$ cat config.mk
export PLATFORM = sky130hd
export DESIGN_NAME = width_gearbox
export DESIGN_NICKNAME = d
export VERILOG_FILES = /design/src/rtl/gearbox_pkg.sv /design/src/rtl/width_gearbox.sv
export SDC_FILE = /design/constraint.sdc
export NUM_CORES = 1
export LEC_CHECK = 0
export ABC_AREA = 1
export BUFFER_PORTS_ARGS = -buffer_cell sky130_fd_sc_hd__buf_2
export CORE_MARGIN = 3
export CORE_UTILIZATION = 35
export CTS_CLUSTER_SIZE = 25
export DETAILED_ROUTE_END_ITERATION = 7
export GPL_TIMING_DRIVEN = 1
export PLACE_DENSITY = 0.63
export SLEW_MARGIN = 20
export SYNTH_ARGS = -nofsm -noshare
export SYNTH_HDL_FRONTEND = slang
export SYNTH_SLANG_ARGS = --single-unit
$ cat constraint.sdc
create_clock -name clk -period 5.15 [get_ports clk]
set_input_delay 1.545 -clock clk [delete_from_list [all_inputs] [get_ports clk]]
set_output_delay 1.545 -clock clk [all_outputs]
set_load 0.02 [all_outputs]
$ cat src/rtl/gearbox_pkg.sv
// Shared types for the width gearbox.
package gearbox_pkg;

  // FILL: no packet end pending; DRAIN: last input seen, residual bits still to emit
  typedef enum logic {
    FILL  = 1'b0,
    DRAIN = 1'b1
  } gb_state_t;

endpackage

$ cat src/rtl/width_gearbox.sv
// Packs an IN_W-bit input stream into OUT_W-bit output words, LSB first,
// with packet framing; the final word of a packet is zero-padded.
module width_gearbox
  import gearbox_pkg::*;
#(
  parameter int unsigned IN_W  = 12,
  parameter int unsigned OUT_W = 16
) (
  input  logic                         clk,
  input  logic                         rst,
  input  logic [IN_W-1:0]              din,
  input  logic                         din_vld,
  input  logic                         din_last,
  output logic                         din_rdy,
  output logic [OUT_W-1:0]             dout,
  output logic                         dout_vld,
  output logic                         dout_last,
  output logic [$clog2(OUT_W+1)-1:0]   dout_nbits,
  input  logic                         dout_rdy
);

  localparam int unsigned BUF_W = IN_W + OUT_W;
  localparam int unsigned CNT_W = $clog2(BUF_W + 1);
  localparam int unsigned NB_W  = $clog2(OUT_W + 1);

  gb_state_t          state_q, state_d;
  logic [BUF_W-1:0]   acc_q, acc_d;
  logic [CNT_W-1:0]   cnt_q, cnt_d;
  logic [CNT_W-1:0]   popped;
  logic [CNT_W-1:0]   wr_pos;
  logic               full_word;
  logic               push;
  logic               pop;

  // Handshake and output view, all derived from registered state only
  assign full_word  = (cnt_q >= CNT_W'(OUT_W));
  assign dout       = acc_q[OUT_W-1:0];
  assign dout_nbits = full_word ? NB_W'(OUT_W) : NB_W'(cnt_q);
  assign dout_vld   = full_word || ((state_q == DRAIN) && (cnt_q != '0));
  assign dout_last  = (state_q == DRAIN) && (cnt_q != '0) && (cnt_q <= CNT_W'(OUT_W));
  assign din_rdy    = (state_q == FILL) && ((CNT_W'(BUF_W) - cnt_q) >= CNT_W'(IN_W));
  assign push       = din_vld && din_rdy;
  assign pop        = dout_vld && dout_rdy;

  // Accumulator update: drop the popped word first, then append din above the survivors
  always_comb begin
    acc_d  = acc_q;
    popped = '0;
    if (pop) begin
      popped = full_word ? CNT_W'(OUT_W) : cnt_q;
      acc_d  = acc_q >> OUT_W;
    end
    wr_pos = cnt_q - popped;
    if (push) begin
      acc_d = acc_d | (BUF_W'(din) << wr_pos);
    end
    cnt_d = wr_pos + (push ? CNT_W'(IN_W) : CNT_W'(0));
  end

  // Packet framing: enter DRAIN on accepted last input, leave once the last word is popped
  always_comb begin
    state_d = state_q;
    case (state_q)
      FILL:    if (push && din_last) state_d = DRAIN;
      DRAIN:   if (pop && dout_last) state_d = FILL;
      default: state_d = FILL;
    endcase
  end

  // FSM state register
  always_ff @(posedge clk) begin
    if (rst) begin
      state_q <= FILL;
    end else begin
      state_q <= state_d;
    end
  end

  // Accumulator and bit-count registers; reset discards any partial packet
  always_ff @(posedge clk) begin
    if (rst) begin
      acc_q <= '0;
      cnt_q <= '0;
    end else begin
      acc_q <= acc_d;
      cnt_q <= cnt_d;
    end
  end

endmodule
# Yosys cells after proc, flatten, opt, wreduce, memory -nomap -nowiden
# Index checks and enable logic that the tools add are counted.
[word_totals]
reg_bits = 34
inputBits = 17
out_inout_bits = 24
[classes]
add_sub_neg = 3
order_cmp = 3
n_shift = 1
muxes = 8
bitwise_logic = 2
n_reduce_logical = 9
[op_table]
columns = ["op", "n"]
rows = [
  ["two-way mux 28 bit", 2],
  ["OR 28 bit", 1],
  ["left shift 12 x 5 -> 28 bit", 1],
  ["two-way mux 5 bit", 2],
  ["logical AND 1 bit", 7],
  ["adder 5 x 4 -> 5 bit", 1],
  ["greater-or-equal comparator 5 x 4 -> 1 bit (second input constant)", 1],
  ["greater-or-equal comparator 5 bit (second input constant)", 1],
  ["less-or-equal comparator 5 bit (second input constant)", 1],
  ["nonzero test 5 bit", 1],
  ["subtractor 5 bit", 1],
  ["subtractor 5 bit (first input constant)", 1],
  ["two-way mux 4 bit", 1],
  ["two-way mux 1 bit", 2],
  ["case mux 1 bit (2 select lines)", 1],
  ["logical OR 1 bit", 1],
  ["inverter 1 bit", 1],
]

# Longest topological paths before layout
[depth]
depth_word = 9
depth_mapped = 22

# Worst setup path after synthesis
# OpenSTA, ideal clock, no wires.
[synth_path]
path_type = "input port to flip-flop"
startpoint = "input dout_rdy"
endpoint = "register cnt_q[4]"
t_arrival_ps = 3585
slack_ps = 1446
cell_stages = 14
path_buffers = 2
path_cell_list = "nand2_2 buf_2 nor3_1 ha_1 fa_1 inv_1 nand2_1 nand2_2 inv_2 buf_6 ha_1 fa_1 o21ai_0 a21oi_1"
[synth_between]
elab_chain_cells = 4
[synth_lines]
columns = ["element", "line_no", "text"]
rows = [
  ["from (decl)", "width_gearbox.sv:19", "input logic dout_rdy"],
  ["logical AND 1 bit", "width_gearbox.sv:43", "assign pop = dout_vld && dout_rdy;"],
  ["two-way mux 5 bit", "width_gearbox.sv:49", "if (pop) begin"],
  ["subtractor 5 bit", "width_gearbox.sv:53", "wr_pos = cnt_q - popped;"],
  ["adder 5 x 4 -> 5 bit", "width_gearbox.sv:57", "cnt_d = wr_pos + (push ? CNT_W'(IN_W) : CNT_W'(0));"],
  ["to (signal assigned)", "width_gearbox.sv:86", "cnt_q <= cnt_d;"],
  ["to (decl)", "width_gearbox.sv:28", "logic [CNT_W-1:0] cnt_q, cnt_d;"],
]
# No other way between the ends.
# A chain may end at the register's enable or synchronous reset.

# Final worst setup path
[layout_path]
startpoint = "input dout_rdy"
endpoint = "register acc_q[16]"
[layout_between]
elab_chain_cells = 6
[layout_lines]
columns = ["element", "line_no", "text"]
rows = [
  ["logical AND 1 bit *", "width_gearbox.sv:43", ""],
  ["two-way mux 5 bit", "width_gearbox.sv:49", ""],
  ["subtractor 5 bit", "width_gearbox.sv:53", ""],
  ["left shift 12 x 5 -> 28 bit", "width_gearbox.sv:55", "acc_d = acc_d | (BUF_W'(din) << wr_pos);"],
  ["OR 28 bit", "width_gearbox.sv:55", ""],
  ["two-way mux 28 bit *", "width_gearbox.sv:54", "if (push) begin"],
  ["to (signal assigned)", "width_gearbox.sv:82", "acc_q <= '0;"],
  ["to (signal assigned)", "width_gearbox.sv:85", "acc_q <= acc_d;"],
  ["to (decl)", "width_gearbox.sv:27", "logic [BUF_W-1:0] acc_q, acc_d;"],
]
# Mark *: on every way between the ends. The rest lies on a longest branch, timed or not.

==> flow_metrics.tcl <==
set metrics [dict create \
    status "completed" \
    die-area_mm2 0.00860 \
    synth-async-reset-ratio_pct 0 \
    grt_pass1_wl_um 11700 \
    clock-sinks 34 \
    hpwl_um 5210 \
    cts-root-buf "clkbuf_8" \
    yosys_warnings 0 \
    required_ps 5360 \
    crit_buf_inv 2 \
    worstSetupPathType "in2reg" \
    cap_violations 0 \
    die_w_um 92.7 \
    rsz0062_at_grt "false" \
    synthTopCellsByCount "nand2_1 (151), nand3_1 (62), nor2_1 (39), inv_1 (37), dfxtp_1 (34)" \
    reg2reg_slack_ps 1890 \
    insertion_delay_ps 290 \
    cts_tree "yes" \
    period_share_pct 73.6 \
    io_buffer_count 40 \
    hp-class "reg2reg" \
    r2r_end "acc_q[16]$_SDFF_PP0_" \
    holdBufCountCts 0 \
    cts_buffers 5 \
    finalSetupViolCount 0 \
    post-synth-top-count-cell "nand2_1" \
    reg2reg_depth 16 \
    dpl.cell_count 536 \
    drive_gt1_share_pct 15.0 \
    finalHoldViolations 0 \
    cp_slowest_stage_delay_ps 820 \
    ys_ff_latch 34 \
    grt_start_max_net_pins 42 \
    critPathLaunchType "input pin" \
    core_mm2 0.00706 \
    grt_pass1_vias 2450 \
    power-per-cell-area_mw_per_mm2 522 \
    period_minus_slack_ps 3790 \
    htreeDepth 2 \
    yosys.area.top_type "dfxtp_1" \
    start_util_pct 37.3 \
    crit_fanout 16 \
    vdd_drop_max_mv 0.144 \
    rr_startpoint "cnt_q[1]$_SDFF_PP0_" \
    areaGrowthSynthToFinish_pct 5.75 \
    diodes 0 \
    slowest_stage "fa_1" \
    postLayoutCoreUtil_pct 39.5 \
    drtIter0Drc 224 \
    syn-cell-area_mm2 0.00263 \
    post_cts_buffers 0 \
    tns_ps 0 \
    finalPower_uw 1450 \
    row_count 30 \
    io-pin-count 41 \
    hold_end "acc_q[15]$_SDFF_PP0_" \
    crit_top_cell "nand2_1" \
    avgSynthCellArea_um2 6.03 \
    die_h_um 92.7 \
    vias 2654 \
    cellLeakagePower_uw 0.00146 \
    viasPerCell 4.88 \
    place_congestion 0.939 \
    slew_violations 0 \
    crit_chain "buf_2 > nand2_2 > nor3_1 > ha_1 > fa_1 > inv_1 > nand3_1 > nand2_1 > nor2_1 > nand2_1 > nand3_1 > nand2_1 > a21oi_1" \
    synth_cell_types 26 \
    cts_resized 0 \
    critPathCaptureType "register" \
    hold_depth 2 \
    cts_buffer_depth 2 \
    antenna_found_initial 0 \
    arrival_ps 4000 \
    wl_um 6860 \
    synth_cells 437 \
    final.setup_skew_ps 4.65 \
    nets 472 \
    firstDrtPassIters 4 \
    grt_usage_pct 16.6 \
    synth_top_area_share_pct 25.8 \
    wl_per_cell_um 12.6 \
    synth_edf_count 0 \
    finalNonFillerCells 544 \
    synth.top_cells.by_area "dfxtp_1 (26%), nand2_1 (22%), nand3_1 (12%)" \
    fmax_mhz 264 \
    drc 0 \
    ant_nets 0 \
    crit_family "adder cells" \
    min_from "acc_q[15]$_SDFF_PP0_" \
    synth_fp_nets 462 \
    ys.flop_type "dfxtp_1" \
    clkTransAtPathRegs_ps 70 \
    overflow 0 \
    worstMarginPinSlew_ps 601 \
    ys_seq_area_share_pct 25.8 \
    max-slew-margin-rel_pct 60.0 \
]
through the flow:
step	worst slack, ps	hold slack [ps]	instance area [um2]
finish	1360	463	2790
floorplan	1450	441	2630
global route	1060	495	2790
global placement	1130	450	2690
CTS	1380	465	2790
detailed placement	1100	453	2690
worst min-delay path: stages, from the launching register on:
cell     delay (ps)
dfxtp_1         310
nand2_1          60
a21oi_1          50
state kept, by name, indices dropped and copies added, names as in the netlist:
signal	cells
state_q	1
cnt_q	5
acc_q	28
per-layer routing:
metal / share of wire [%] / GRT usage, % / up-vias / routed length, um
li1: - / - / 1377 / -
met1: 50 / 24.4 / 1201 / 3430
met2: 44 / 24.8 / 70 / 3040
met3: 4.7 / 2.76 / 6 / 324
met4: 0.99 / 4.64 / 0 / 68
met5: 0 / 0 / - / 0
logic make-up after synthesis:
family | Yosys count | synth area share [%]
AND/OR/NAND/NOR | 270 | 44.8
buffers and inverters | 79 | 16.2
adder cells (fa/ha/maj) | 8 | 4.37
AO/OA/AOI/OAI | 46 | 8.88
flip-flops | 34 | 25.8
worst max path at each step:
stage / startpoint / endpoint / slack (ps) / depth (start not counted)
after floorplan: dout_rdy / cnt_q[4]$_SDFF_PP0_ / 1450 / 14
after global placement: dout_rdy / acc_q[16]$_SDFF_PP0_ / 1130 / 13
after detailed placement: dout_rdy / acc_q[16]$_SDFF_PP0_ / 1100 / 13
after CTS: dout_rdy / acc_q[16]$_SDFF_PP0_ / 1380 / 13
after global routing: dout_rdy / acc_q[16]$_SDFF_PP0_ / 1060 / 14
final: dout_rdy / acc_q[16]$_SDFF_PP0_ / 1360 / 13
power by group:
part | total, uW | internal, uW | switching [uW]
Combinational | 846 | 262 | 584
Clock | 212 | 108 | 105
Sequential | 396 | 348 | 48.3
Total | 1450 | 718 | 737
layout make-up:
class | count | area, um2
Clock buffer | 6 | 82.6
Clock inverter | 2 | 12.5
Timing Repair Buffer | 41 | 208
Multi-Input combinational cell | 324 | 1530
Sequential cell | 34 | 681
Tap cell | 96 | 120
Inverter | 41 | 154
Fill cell | 820 | 4270
placed cells by master, fill, tap and decap left out, types with 2 or more instances in the layout:
cell type / count
nand2_1: 151
nand3_1: 62
buf_2: 40
nor2_1: 39
inv_1: 37
dfxtp_1: 34
a21oi_1: 26
o21ai_0: 17
ha_1: 6
clkbuf_8: 6
inv_2: 4
nand2_2: 4
nor2_4: 3
o21ai_1: 2
nor3_1: 2
nand2_4: 2
nand3_2: 2
and2_1: 2
fa_1: 2
Power figures use the tool's default switching activity.
